==> config.mk <==
export PLATFORM = sky130hd
export DESIGN_NAME = finder_pattern_scanner_flat
export DESIGN_NICKNAME = d
export VERILOG_FILES = /design/src/rtl/finder_pattern_scanner_if.sv /design/src/rtl/finder_pattern_scanner.sv /design/src/flat_wrapper.sv
export SDC_FILE = /design/constraint.sdc
export NUM_CORES = 2
export LEC_CHECK = 0
export CAP_MARGIN = 20
export CORE_AREA = 2 2 387 389
export DETAILED_ROUTE_END_ITERATION = 7
export DIE_AREA = 0 0 389 391
export DONT_BUFFER_PORTS = 1
export GPL_TIMING_DRIVEN = 0
export SYNTH_ARGS = -nofsm -noshare
export SYNTH_HDL_FRONTEND = slang
export SYNTH_SLANG_ARGS = --single-unit
==> constraint.sdc <==
create_clock -name clk_in -period 9.2 [get_ports clk_in]
set_input_delay 0.92 -clock clk_in [delete_from_list [all_inputs] [get_ports clk_in]]
set_output_delay 0.92 -clock clk_in [all_outputs]
set_load 0.01 [all_outputs]
==> src/rtl/finder_pattern_scanner_if.sv <==
// Scanner bus: start request, frame-buffer read port, pattern masks and status.
interface finder_pattern_scanner_if;
   logic         start_scan;
   logic         pixel_reading;
   logic [19:0]  address_reading;
   logic [479:0] horz_patterns;
   logic [479:0] vert_patterns;
   logic         start_cross;
   logic         busy;

   modport master (
      output start_scan, pixel_reading,
      input  address_reading, horz_patterns, vert_patterns, start_cross, busy
   );
   modport slave (
      input  start_scan, pixel_reading,
      output address_reading, horz_patterns, vert_patterns, start_cross, busy
   );
endinterface

==> src/rtl/finder_pattern_scanner.sv <==
// Row-major then column-major scan of a binarised frame, flagging lines that carry a
// 1:1:3:1:1 finder signature; pulses start_cross once both masks are final.
module finder_pattern_scanner #(
   parameter int WIDTH        = 480,
   parameter int HEIGHT       = 480,
   parameter int READ_LATENCY = 2
) (
   input  logic                      clk_in,
   input  logic                      rst_in,
   finder_pattern_scanner_if.slave   bus
);
   localparam int DW = (READ_LATENCY > 1) ? $clog2(READ_LATENCY) : 1;

   typedef enum logic [2:0] {IDLE, ROW_SCAN, ROW_DRAIN, COL_SCAN, COL_DRAIN, DONE} state_t;
   typedef struct packed {
      logic       valid;
      logic       col;
      logic       eol;
      logic [8:0] line;
   } tag_t;

   // Window test; index 2 is the centre run, the other four share the same bounds.
   function automatic logic window_ok(input logic [4:0][8:0] h);
      logic [9:0]  t;
      logic [13:0] t14;
      logic [13:0] r14;
      logic        ok;
      t   = 10'(h[0]) + 10'(h[1]) + 10'(h[2]) + 10'(h[3]) + 10'(h[4]);
      t14 = 14'(t);
      ok  = 1'b1;
      for (int i = 0; i < 5; i++) begin
         r14 = 14'(h[i]);
         if (i == 2)
            ok = ok & (r14 * 14'd7 >= t14 * 14'd2) & (r14 * 14'd7 <= t14 * 14'd4);
         else
            ok = ok & (r14 * 14'd14 >= t14) & (r14 * 14'd14 <= t14 * 14'd3);
      end
      return ok;
   endfunction

   state_t          state_reg, state_next;
   logic [8:0]      x_reg, x_next, y_reg, y_next;
   logic [DW-1:0]   drain_reg, drain_next;
   logic [19:0]     address_reg, address_next;
   tag_t            issue_tag_reg, issue_tag_next, ret_tag;
   logic            issue_valid, issue_col, clear_masks;
   logic [8:0]      run_len_reg, run_len_next, len_mid;
   logic            run_color_reg, run_color_next, pix;
   logic [4:0][8:0] hist_reg, hist_next, hist_mid, hist_end;
   logic [2:0]      cnt_reg, cnt_next, cnt_mid, cnt_end;
   logic            hit;
   logic [479:0]    horz_reg, vert_reg;

   always_comb begin
      state_next  = state_reg;
      x_next      = x_reg;
      y_next      = y_reg;
      drain_next  = drain_reg;
      issue_valid = 1'b0;
      issue_col   = 1'b0;
      clear_masks = 1'b0;
      case (state_reg)
         IDLE: if (bus.start_scan) begin
            state_next  = ROW_SCAN;
            x_next      = 9'd0;
            y_next      = 9'd0;
            issue_valid = 1'b1;
            clear_masks = 1'b1;
         end
         ROW_SCAN: begin
            if (x_reg == 9'(WIDTH - 1)) begin
               if (y_reg == 9'(HEIGHT - 1)) begin
                  state_next = ROW_DRAIN;
                  drain_next = '0;
               end else begin
                  x_next      = 9'd0;
                  y_next      = y_reg + 9'd1;
                  issue_valid = 1'b1;
               end
            end else begin
               x_next      = x_reg + 9'd1;
               issue_valid = 1'b1;
            end
         end
         ROW_DRAIN: begin
            if (drain_reg == DW'(READ_LATENCY - 1)) begin
               state_next  = COL_SCAN;
               x_next      = 9'd0;
               y_next      = 9'd0;
               issue_valid = 1'b1;
               issue_col   = 1'b1;
            end else begin
               drain_next = drain_reg + 1'b1;
            end
         end
         COL_SCAN: begin
            if (y_reg == 9'(HEIGHT - 1)) begin
               if (x_reg == 9'(WIDTH - 1)) begin
                  state_next = COL_DRAIN;
                  drain_next = '0;
               end else begin
                  y_next      = 9'd0;
                  x_next      = x_reg + 9'd1;
                  issue_valid = 1'b1;
                  issue_col   = 1'b1;
               end
            end else begin
               y_next      = y_reg + 9'd1;
               issue_valid = 1'b1;
               issue_col   = 1'b1;
            end
         end
         COL_DRAIN: begin
            if (drain_reg == DW'(READ_LATENCY - 1))
               state_next = DONE;
            else
               drain_next = drain_reg + 1'b1;
         end
         DONE:    state_next = IDLE;
         default: state_next = IDLE;
      endcase
   end

   always_comb begin
      issue_tag_next.valid = issue_valid;
      issue_tag_next.col   = issue_col;
      issue_tag_next.line  = issue_col ? x_next : y_next;
      issue_tag_next.eol   = issue_col ? (y_next == 9'(HEIGHT - 1)) : (x_next == 9'(WIDTH - 1));
      address_next = issue_valid ? (20'(x_next) + 20'(y_next) * 20'(WIDTH)) : address_reg;
   end

   always_ff @(posedge clk_in) begin
      if (rst_in) begin
         state_reg     <= IDLE;
         x_reg         <= 9'd0;
         y_reg         <= 9'd0;
         drain_reg     <= '0;
         address_reg   <= 20'd0;
         issue_tag_reg <= '0;
      end else begin
         state_reg     <= state_next;
         x_reg         <= x_next;
         y_reg         <= y_next;
         drain_reg     <= drain_next;
         address_reg   <= address_next;
         issue_tag_reg <= issue_tag_next;
      end
   end

   // Tags travel beside the read so run logic sees line/eol of the returned pixel.
   for (genvar gi = 0; gi < READ_LATENCY; gi++) begin : g_pipe
      tag_t stage_reg;
      tag_t stage_src;
      if (gi == 0) begin : g_head
         assign stage_src = issue_tag_reg;
      end else begin : g_body
         assign stage_src = g_pipe[gi-1].stage_reg;
      end
      always_ff @(posedge clk_in) begin
         if (rst_in) stage_reg <= '0;
         else        stage_reg <= stage_src;
      end
   end
   assign ret_tag = g_pipe[READ_LATENCY-1].stage_reg;
   assign pix     = bus.pixel_reading;

   // A colour change closes the old run; end of line then closes the final run too.
   always_comb begin
      run_len_next   = run_len_reg;
      run_color_next = run_color_reg;
      hist_next      = hist_reg;
      cnt_next       = cnt_reg;
      hist_mid       = hist_reg;
      cnt_mid        = cnt_reg;
      len_mid        = run_len_reg;
      hist_end       = hist_reg;
      cnt_end        = cnt_reg;
      hit            = 1'b0;
      if (ret_tag.valid) begin
         if (run_len_reg != 9'd0 && pix != run_color_reg) begin
            hist_mid = {hist_reg[3:0], run_len_reg};
            cnt_mid  = (cnt_reg == 3'd5) ? 3'd5 : cnt_reg + 3'd1;
            if (!run_color_reg && cnt_mid == 3'd5) hit = window_ok(hist_mid);
            len_mid  = 9'd1;
         end else begin
            len_mid  = (run_len_reg == 9'd511) ? 9'd511 : run_len_reg + 9'd1;
         end
         if (ret_tag.eol) begin
            hist_end = {hist_mid[3:0], len_mid};
            cnt_end  = (cnt_mid == 3'd5) ? 3'd5 : cnt_mid + 3'd1;
            if (!pix && cnt_end == 3'd5) hit = hit | window_ok(hist_end);
            run_len_next   = 9'd0;
            run_color_next = 1'b1;
            hist_next      = '0;
            cnt_next       = 3'd0;
         end else begin
            run_len_next   = len_mid;
            run_color_next = pix;
            hist_next      = hist_mid;
            cnt_next       = cnt_mid;
         end
      end
   end

   always_ff @(posedge clk_in) begin
      if (rst_in) begin
         run_len_reg   <= 9'd0;
         run_color_reg <= 1'b1;
         hist_reg      <= '0;
         cnt_reg       <= 3'd0;
         horz_reg      <= '0;
         vert_reg      <= '0;
      end else begin
         run_len_reg   <= run_len_next;
         run_color_reg <= run_color_next;
         hist_reg      <= hist_next;
         cnt_reg       <= cnt_next;
         if (clear_masks) begin
            horz_reg <= '0;
            vert_reg <= '0;
         end else if (hit) begin
            if (ret_tag.col) horz_reg[ret_tag.line] <= 1'b1;
            else             vert_reg[ret_tag.line] <= 1'b1;
         end
      end
   end

   assign bus.address_reading = address_reg;
   assign bus.horz_patterns   = horz_reg;
   assign bus.vert_patterns   = vert_reg;
   assign bus.start_cross     = (state_reg == DONE);
   assign bus.busy            = (state_reg != IDLE);
endmodule
==> src/flat_wrapper.sv <==
// flat-port wrapper written by rule: the top's interface ports become plain ports
module finder_pattern_scanner_flat 
#(
   parameter int WIDTH        = 480,
   parameter int HEIGHT       = 480,
   parameter int READ_LATENCY = 2
)
  (clk_in, rst_in, bus_start_scan, bus_pixel_reading, bus_address_reading, bus_horz_patterns, bus_vert_patterns, bus_start_cross, bus_busy);
  finder_pattern_scanner_if bus_i ();
  input  logic clk_in;
  input  logic rst_in;
  input wire logic [$bits(bus_i.start_scan)-1:0] bus_start_scan;
  input wire logic [$bits(bus_i.pixel_reading)-1:0] bus_pixel_reading;
  output wire logic [$bits(bus_i.address_reading)-1:0] bus_address_reading;
  output wire logic [$bits(bus_i.horz_patterns)-1:0] bus_horz_patterns;
  output wire logic [$bits(bus_i.vert_patterns)-1:0] bus_vert_patterns;
  output wire logic [$bits(bus_i.start_cross)-1:0] bus_start_cross;
  output wire logic [$bits(bus_i.busy)-1:0] bus_busy;
  assign bus_i.start_scan = bus_start_scan;
  assign bus_i.pixel_reading = bus_pixel_reading;
  assign bus_address_reading = bus_i.address_reading;
  assign bus_horz_patterns = bus_i.horz_patterns;
  assign bus_vert_patterns = bus_i.vert_patterns;
  assign bus_start_cross = bus_i.start_cross;
  assign bus_busy = bus_i.busy;
  finder_pattern_scanner #(.WIDTH(WIDTH), .HEIGHT(HEIGHT), .READ_LATENCY(READ_LATENCY)) u_core (.clk_in(clk_in), .rst_in(rst_in), .bus(bus_i));
endmodule
# --- Word-level counts from Yosys, hierarchy flattened ---
# Index checks and enable logic that the tools add are counted.
op_classes:
  eq_ne: 22
  reduce_logical: 16
  n_addsub: 15
  bitwise_logic: 22
  n_mux: 87
  n_lt_le_gt_ge: 22
  mul: 13
ops:
  columns: ["cell", "count"]
  rows:
  - ["$or A480 B480 Y480", 2]
  - ["$mux W9", 17]
  - ["$mul A9 B3 Y12 const B", 10]
  - ["$mux W36", 3]
  - ["$ge A13 B10 Y1", 8]
  - ["$le A13 B12 Y1", 8]
  - ["$pmux W9 S4", 2]
  - ["$add A10 B9 Y10", 6]
  - ["$mux W1", 48]
  - ["$eq A9 B9 Y1 const B", 5]
  - ["$mux W3", 12]
  - ["$add A9 B1 Y9 const B", 3]
  - ["$ge A12 B11 Y1", 2]
  - ["$le A12 B12 Y1", 2]
  - ["$mul A10 B2 Y12 const B", 2]
  - ["$add A9 B9 Y10", 2]
  - ["$add A9 B18 Y19", 1]
  - ["$and A1 B1 Y1", 18]
  - ["$eq A3 B3 Y1 const B", 6]
  - ["$pmux W3 S5", 1]
  - ["$mul A9 B4 Y13 const B", 1]
  - ["$ne A2 B1 Y1 const B", 6]
  - ["$lt A9 B10 Y1 const B", 1]
  - ["$demux W1 S9", 1]
  - ["21 further kinds", 30]
totals:
  input_bits: 4
  ff_bits: 1087
  output_inout_bits: 982

# --- Longest topological paths before layout ---
depth:
  ltp_word: 39
  depth_mapped: 41
  mapped_depth_nobuf: 35

# --- Least setup slack after synthesis ---
# OpenSTA, ideal clock, no wires.
synth_timing:
  kind: "input-to-reg"
  start: "input port bus_pixel_reading"
  end: "register u_core.horz_reg[306], in the netlist u_core.bus.horz_patterns[306]"
  n_path_buf: 4
  required_ps: 9131
  path_slack_ps: -92
  setup_time_ps: 69
  t_arrival_ps: 9223
  stages: 33
  cell_sequence: "xor2_1 > o21ai_2 > clkbuf_1 > mux2i_1 > inv_1 > fa_1 > fa_1 > inv_1 > fa_1 > fa_1 > inv_1 > fa_1 > a21o_1 > a21oi_1 > nor2b_1 > a221oi_1 > a21oi_1 > o21a_1 > xnor2_1 > ha_1 > nand2_1 > or4_1 > o211ai_1 > a211o_1 > o211ai_1 > mux2_1 > a311o_1 > nor4_2 > nand3_1 > buf_2 > buf_6 > buf_2 > o21ai_1"
synth_between:
  elab_chain_cells: 39
synth_rtl:
  columns: ["item", "line_no", "source"]
  rows:
  - ["start: declaration", "flat_wrapper.sv:13", "input wire logic [$bits(bus_i.pixel_reading)-1:0] bus_pixel_reading;"]
  - ["$ne A1 B1 Y1", "finder_pattern_scanner.sv:180", "if (run_len_reg != 9'd0 && pix != run_color_reg) begin"]
  - ["$logic_and A1 B1 Y1", "finder_pattern_scanner.sv:180", null]
  - ["$mux W9 or $mux W36 (tied branches)", "finder_pattern_scanner.sv:180", null]
  - ["$mux W9 or $mux W36 (tied branches)", "finder_pattern_scanner.sv:179", "if (ret_tag.valid) begin"]
  - ["$add A9 B9 Y10", "finder_pattern_scanner.sv:28", "t = 10'(h[0]) + 10'(h[1]) + 10'(h[2]) + 10'(h[3]) + 10'(h[4]);"]
  - ["$add A10 B9 Y10 (3 in series)", "finder_pattern_scanner.sv:28", null]
  - ["$mul A10 B2 Y12", "finder_pattern_scanner.sv:36", "ok = ok & (r14 * 14'd14 >= t14) & (r14 * 14'd14 <= t14 * 14'd3);"]
  - ["$le A13 B12 Y1", "finder_pattern_scanner.sv:36", null]
  - ["(+21 left out)", null, null]
  - ["$mux W1", "finder_pattern_scanner.sv:191", "if (!pix && cnt_end == 3'd5) hit = hit | window_ok(hist_end);"]
  - ["$mux W1", "finder_pattern_scanner.sv:188", "if (ret_tag.eol) begin"]
  - ["$mux W1", "finder_pattern_scanner.sv:179", null]
  - ["$or A1 B1 Y1", "finder_pattern_scanner.sv:191", null]
  - ["$mux W1", "finder_pattern_scanner.sv:191", null]
  - ["$mux W1 *", "finder_pattern_scanner.sv:188", null]
  - ["$mux W1 *", "finder_pattern_scanner.sv:179", null]
  - ["$reduce_and A2 Y1 (no line) *", null, null]
  - ["end signal: assignment", "finder_pattern_scanner.sv:211", "horz_reg <= '0;"]
  - ["end signal: assignment", "finder_pattern_scanner.sv:219", "horz_reg <= '0;"]
  - ["end signal: indexed assignment", "finder_pattern_scanner.sv:222", "if (ret_tag.col) horz_reg[ret_tag.line] <= 1'b1;"]
  - ["end: declaration", "finder_pattern_scanner.sv:52", "logic [479:0] horz_reg, vert_reg;"]
# Mark *: on every way between the ends. The rest lies on a longest branch, timed or not. The select of a mux whose other input is x is not followed.
# A chain may end at the register's enable or synchronous reset.

# --- Final worst setup path ---
layout_timing:
  start: "register u_core.run_len_reg[5]"
  end: "register u_core.vert_reg[30], in the netlist u_core.bus.vert_patterns[30]"
layout_between:
  elab_chain_cells: 39
layout_rtl:
  columns: ["item", "line_no", "source"]
  rows:
  - ["start: declaration", "finder_pattern_scanner.sv:47", "logic [8:0] run_len_reg, run_len_next, len_mid;"]
  - ["start signal: assignment", "finder_pattern_scanner.sv:214", "run_len_reg <= run_len_next;"]
  - ["$add A9 B1 Y9, or another cell as far along", "finder_pattern_scanner.sv:186", "len_mid = (run_len_reg == 9'd511) ? 9'd511 : run_len_reg + 9'd1;"]
  - ["$mux W9 or $logic_and A1 B1 Y1 (tied branches)", "finder_pattern_scanner.sv:186, finder_pattern_scanner.sv:180", null]
  - ["$mux W9 or $mux W36 (tied branches)", "finder_pattern_scanner.sv:180", null]
  - ["$mux W9 or $mux W36 (tied branches)", "finder_pattern_scanner.sv:179", null]
  - ["$add A9 B9 Y10", "finder_pattern_scanner.sv:28", null]
  - ["$add A10 B9 Y10 (3 in series)", "finder_pattern_scanner.sv:28", null]
  - ["$mul A10 B2 Y12", "finder_pattern_scanner.sv:36", null]
  - ["$le A13 B12 Y1", "finder_pattern_scanner.sv:36", null]
  - ["(+21 left out)", null, null]
  - ["$mux W1", "finder_pattern_scanner.sv:191", null]
  - ["$mux W1", "finder_pattern_scanner.sv:188", null]
  - ["$mux W1", "finder_pattern_scanner.sv:179", null]
  - ["$or A1 B1 Y1", "finder_pattern_scanner.sv:191", null]
  - ["$mux W1", "finder_pattern_scanner.sv:191", null]
  - ["$mux W1 *", "finder_pattern_scanner.sv:188", null]
  - ["$mux W1 *", "finder_pattern_scanner.sv:179", null]
  - ["$reduce_and A2 Y1 (no line) *", null, null]
  - ["end signal: assignment", "finder_pattern_scanner.sv:212", "vert_reg <= '0;"]
  - ["end signal: assignment", "finder_pattern_scanner.sv:220", "vert_reg <= '0;"]
  - ["end signal: indexed assignment", "finder_pattern_scanner.sv:223", "else vert_reg[ret_tag.line] <= 1'b1;"]
  - ["end: declaration", "finder_pattern_scanner.sv:52", null]
# Marked as above.

==> reports/results.txt <==
WL met2: 115000 microns
final setup fails: 0
initial antenna violation count: 10
P_int: 7800 uW
fillers: 14429
syn_area_per_cell: 8.51 sq um
Final Cycle Share: 99.0%
leading cell types in the layout, fill and taps excluded: nand2_1 (1112), dfxtp_1 (1075), a32oi_1 (964)
Worst Setup SP: u_core.run_len_reg[5]
Final Max Tran Viols: 0
Core Footprint: 149000 sq um
die area: 152000 sq um
Psw: 2420 uW
Startpoint Class: flip-flop
vias per cell: 6.42
Pwr Density: 151 nW/um^2
drt pass-1 iters: 6
Netlist cell types: 81
r2r startpoint: u_core.run_len_reg[5]
GRT Util Overall: 34.6%
CTS buffer count: 118
initial core utilization: 39.6%
Hold Violations, Final: 0
M1 WL: 111000 microns
chip height: 391 microns
post-layout util: 45.6%
Peak VDD IR: 0.000155 V
Antenna Violating Nets Remaining: 0
Post-Syn Nets: 7450
Iter 0 DRT Violations: 6907
Max clock buf depth: 3
Top Ports: 986
Final HPWL DP: 212000 microns
FF+latch count, synth: 1086
layout cells sized above 1: 8.50%
Vias: 58990
slowest cell on the critical path: xor2_1
worst slew pin tran: 1160 ps
Area Overhead vs Synth: 15.1%
Period minus WS final: 9110 ps
die width: 389 microns
Setup Skew: 109 ps
Hold Crit Class: flip-flop to flip-flop
vias in the first global route: 51894
final net count: 7677
hold_buf cts: 0
htree depth: 3
Leak Pwr: 0.0237 uW
CTS tree: done
number of synthesized flops with an enable pin: 0
final cell count without fillers: 9195
Arr. time, crit path: 9780 ps
max-cap violations: 0
worst-path fanout max: 10
Worst-Skew Late Latency: 800 ps
unrepaired setup endpoints after global routing: true
largest net degree at the start of global routing: 20
Flop pwr share: 46.1%
clk sinks: 1086
wire per inst: 30.4 microns
WL final: 280000 microns
status: finished, final reports clean
hold_ws: 397 ps
sequential element share of the synthesized area: 37.0%
min-delay src: u_core.g_pipe[0].stage_src[8]
YS warnings: 0
Core Rows: 142
total grt overflow: 0
combinational share of power: 2.8%
clk root buf: clkbuf_16
first-pass GRT wire length: 393000 microns
Setup crit end kind: flip-flop
most common cell after layout, fill and taps aside: nand2_1
clock slew at reported path FFs: 60 ps
post-route setup TNS: 0 ps
dpl cells: 8889
post-synth design cell area: 58800 sq um
routed wl met3: 35700 microns
f_max: 0.110 GHz
Placer Congestion: 1.00
Clock power frac: 51.1%
Mapped Cells: 6917
DR top layer: met5
slowest stage delay, CP: 700 ps
sw frac: 23.7%
Critical Path RT: 9870 ps
Setup Crit Path Kind: flip-flop to flip-flop
Slew HR: 22.9%
port bufs: 0
ys flop type: dfxtp_1
drt drc: 0
Post-synth ARST share: 0%
stage by stage:
stage | power (uW) | cell area, sq um | setup slack [ps]
floorplan | 4990 | 58800 | 52.9
global placement | 5080 | 61300 | -3550
detailed placement | 5080 | 61700 | -2590
CTS | 10200 | 66900 | -7.88
global route | 10400 | 67700 | -117
finish | 10200 | 67700 | 88.9
routing by layer:
| metal | up-vias | global-route usage [%] |
|---|---|---|
| li1 | 26121 | - |
| met1 | 28648 | 44.5 |
| met2 | 3505 | 49.4 |
| met3 | 712 | 13.6 |
| met4 | 4 | 19.2 |
| met5 | - | 0.255 |
cell families after synthesis:
kind of cell,after synthesis,synth area share (%)
compound gates,2509,29.1
simple gates,1810,12.7
flops,1086,37.0
buf+inv,827,5.65
fa+ha+maj,532,13.3
xor+xnor,129,1.95
mux,23,0.398
other cells,1,0.00637
layout make-up:
class / instances / area [sq um] / share of cell area, %
Antenna cell: 4 / 10.0 / 0.0148
Buffer: 601 / 2760 / 4.08
Clock buffer: 175 / 3550 / 5.24
Clock inverter: 48 / 714 / 1.05
Inverter: 222 / 863 / 1.27
Multi-Input combinational cell: 5004 / 34500 / 50.9
Sequential cell: 1086 / 21800 / 32.2
Tap cell: 1944 / 2430 / 3.59
Timing Repair Buffer: 111 / 1150 / 1.70
synthesized netlist by cell type, drive strengths merged, types with 10 or more instances:
cell type | n | area share (%)
inv | 222 | 1.4
o31ai | 10 | 0.13
ha | 373 | 7.9
nor2 | 435 | 2.8
nand2 | 1116 | 7.1
nor3 | 36 | 0.31
nand3 | 31 | 0.26
a22oi | 43 | 0.55
nor2b | 56 | 0.60
a211oi | 39 | 0.50
a2111oi | 11 | 0.17
fa | 156 | 5.3
and3 | 14 | 0.15
o21a | 33 | 0.42
dfxtp | 1086 | 37
a32oi | 964 | 14
a21o | 59 | 0.75
a21oi | 158 | 1.3
o211ai | 26 | 0.33
nand4 | 25 | 0.27
mux2i | 20 | 0.34
o21ai | 1058 | 9.0
nand2b | 23 | 0.24
xor2 | 43 | 0.67
or3 | 14 | 0.15
nor4 | 12 | 0.15
xnor2 | 86 | 1.3
o21bai | 24 | 0.31
buf | 55 | 0.72
clkbuf | 550 | 3.5
critical path: cells and delay by family, from the launching register on:
family / cells / cell delay, ps
buf+inv: 7 / 1030
mux: 1 / 280
flops: 1 / 360
simple gates: 7 / 1180
xor+xnor: 2 / 840
compound gates: 11 / 2650
fa+ha+maj: 8 / 2670
path summary, 6_finish.rpt:
check,to,slack [ps],depth (start not counted)
worst max-delay path,u_core.bus.vert_patterns[30],90,36
worst max register to register,u_core.bus.vert_patterns[30],90,36
worst min register to register,u_core.g_pipe[0].stage_reg[8],400,1
worst min-delay path,u_core.g_pipe[0].stage_reg[8],400,1
power by group through the flow:
stage | clock, uW | combinational (uW) | sequential, uW
4_1_cts | 5220 | 273 | 4710
3_3_place_gp | 0 | 259 | 4820
6_report | 5230 | 285 | 4710
2_1_floorplan | 0 | 172 | 4810
5_1_grt | 5410 | 304 | 4710
3_5_place_dp | 0 | 263 | 4820
timing repair:
| action | CTS | global route |
|---|---|---|
| buffers inserted | 30 | 46 |
| cloned | 2 | 2 |
| pin swaps | 30 | 42 |
| endpoints found under the setup margin | 960 | 960 |
| resized for setup | 165 | 345 |
Note: power is estimated with default switching activity, not from simulation.
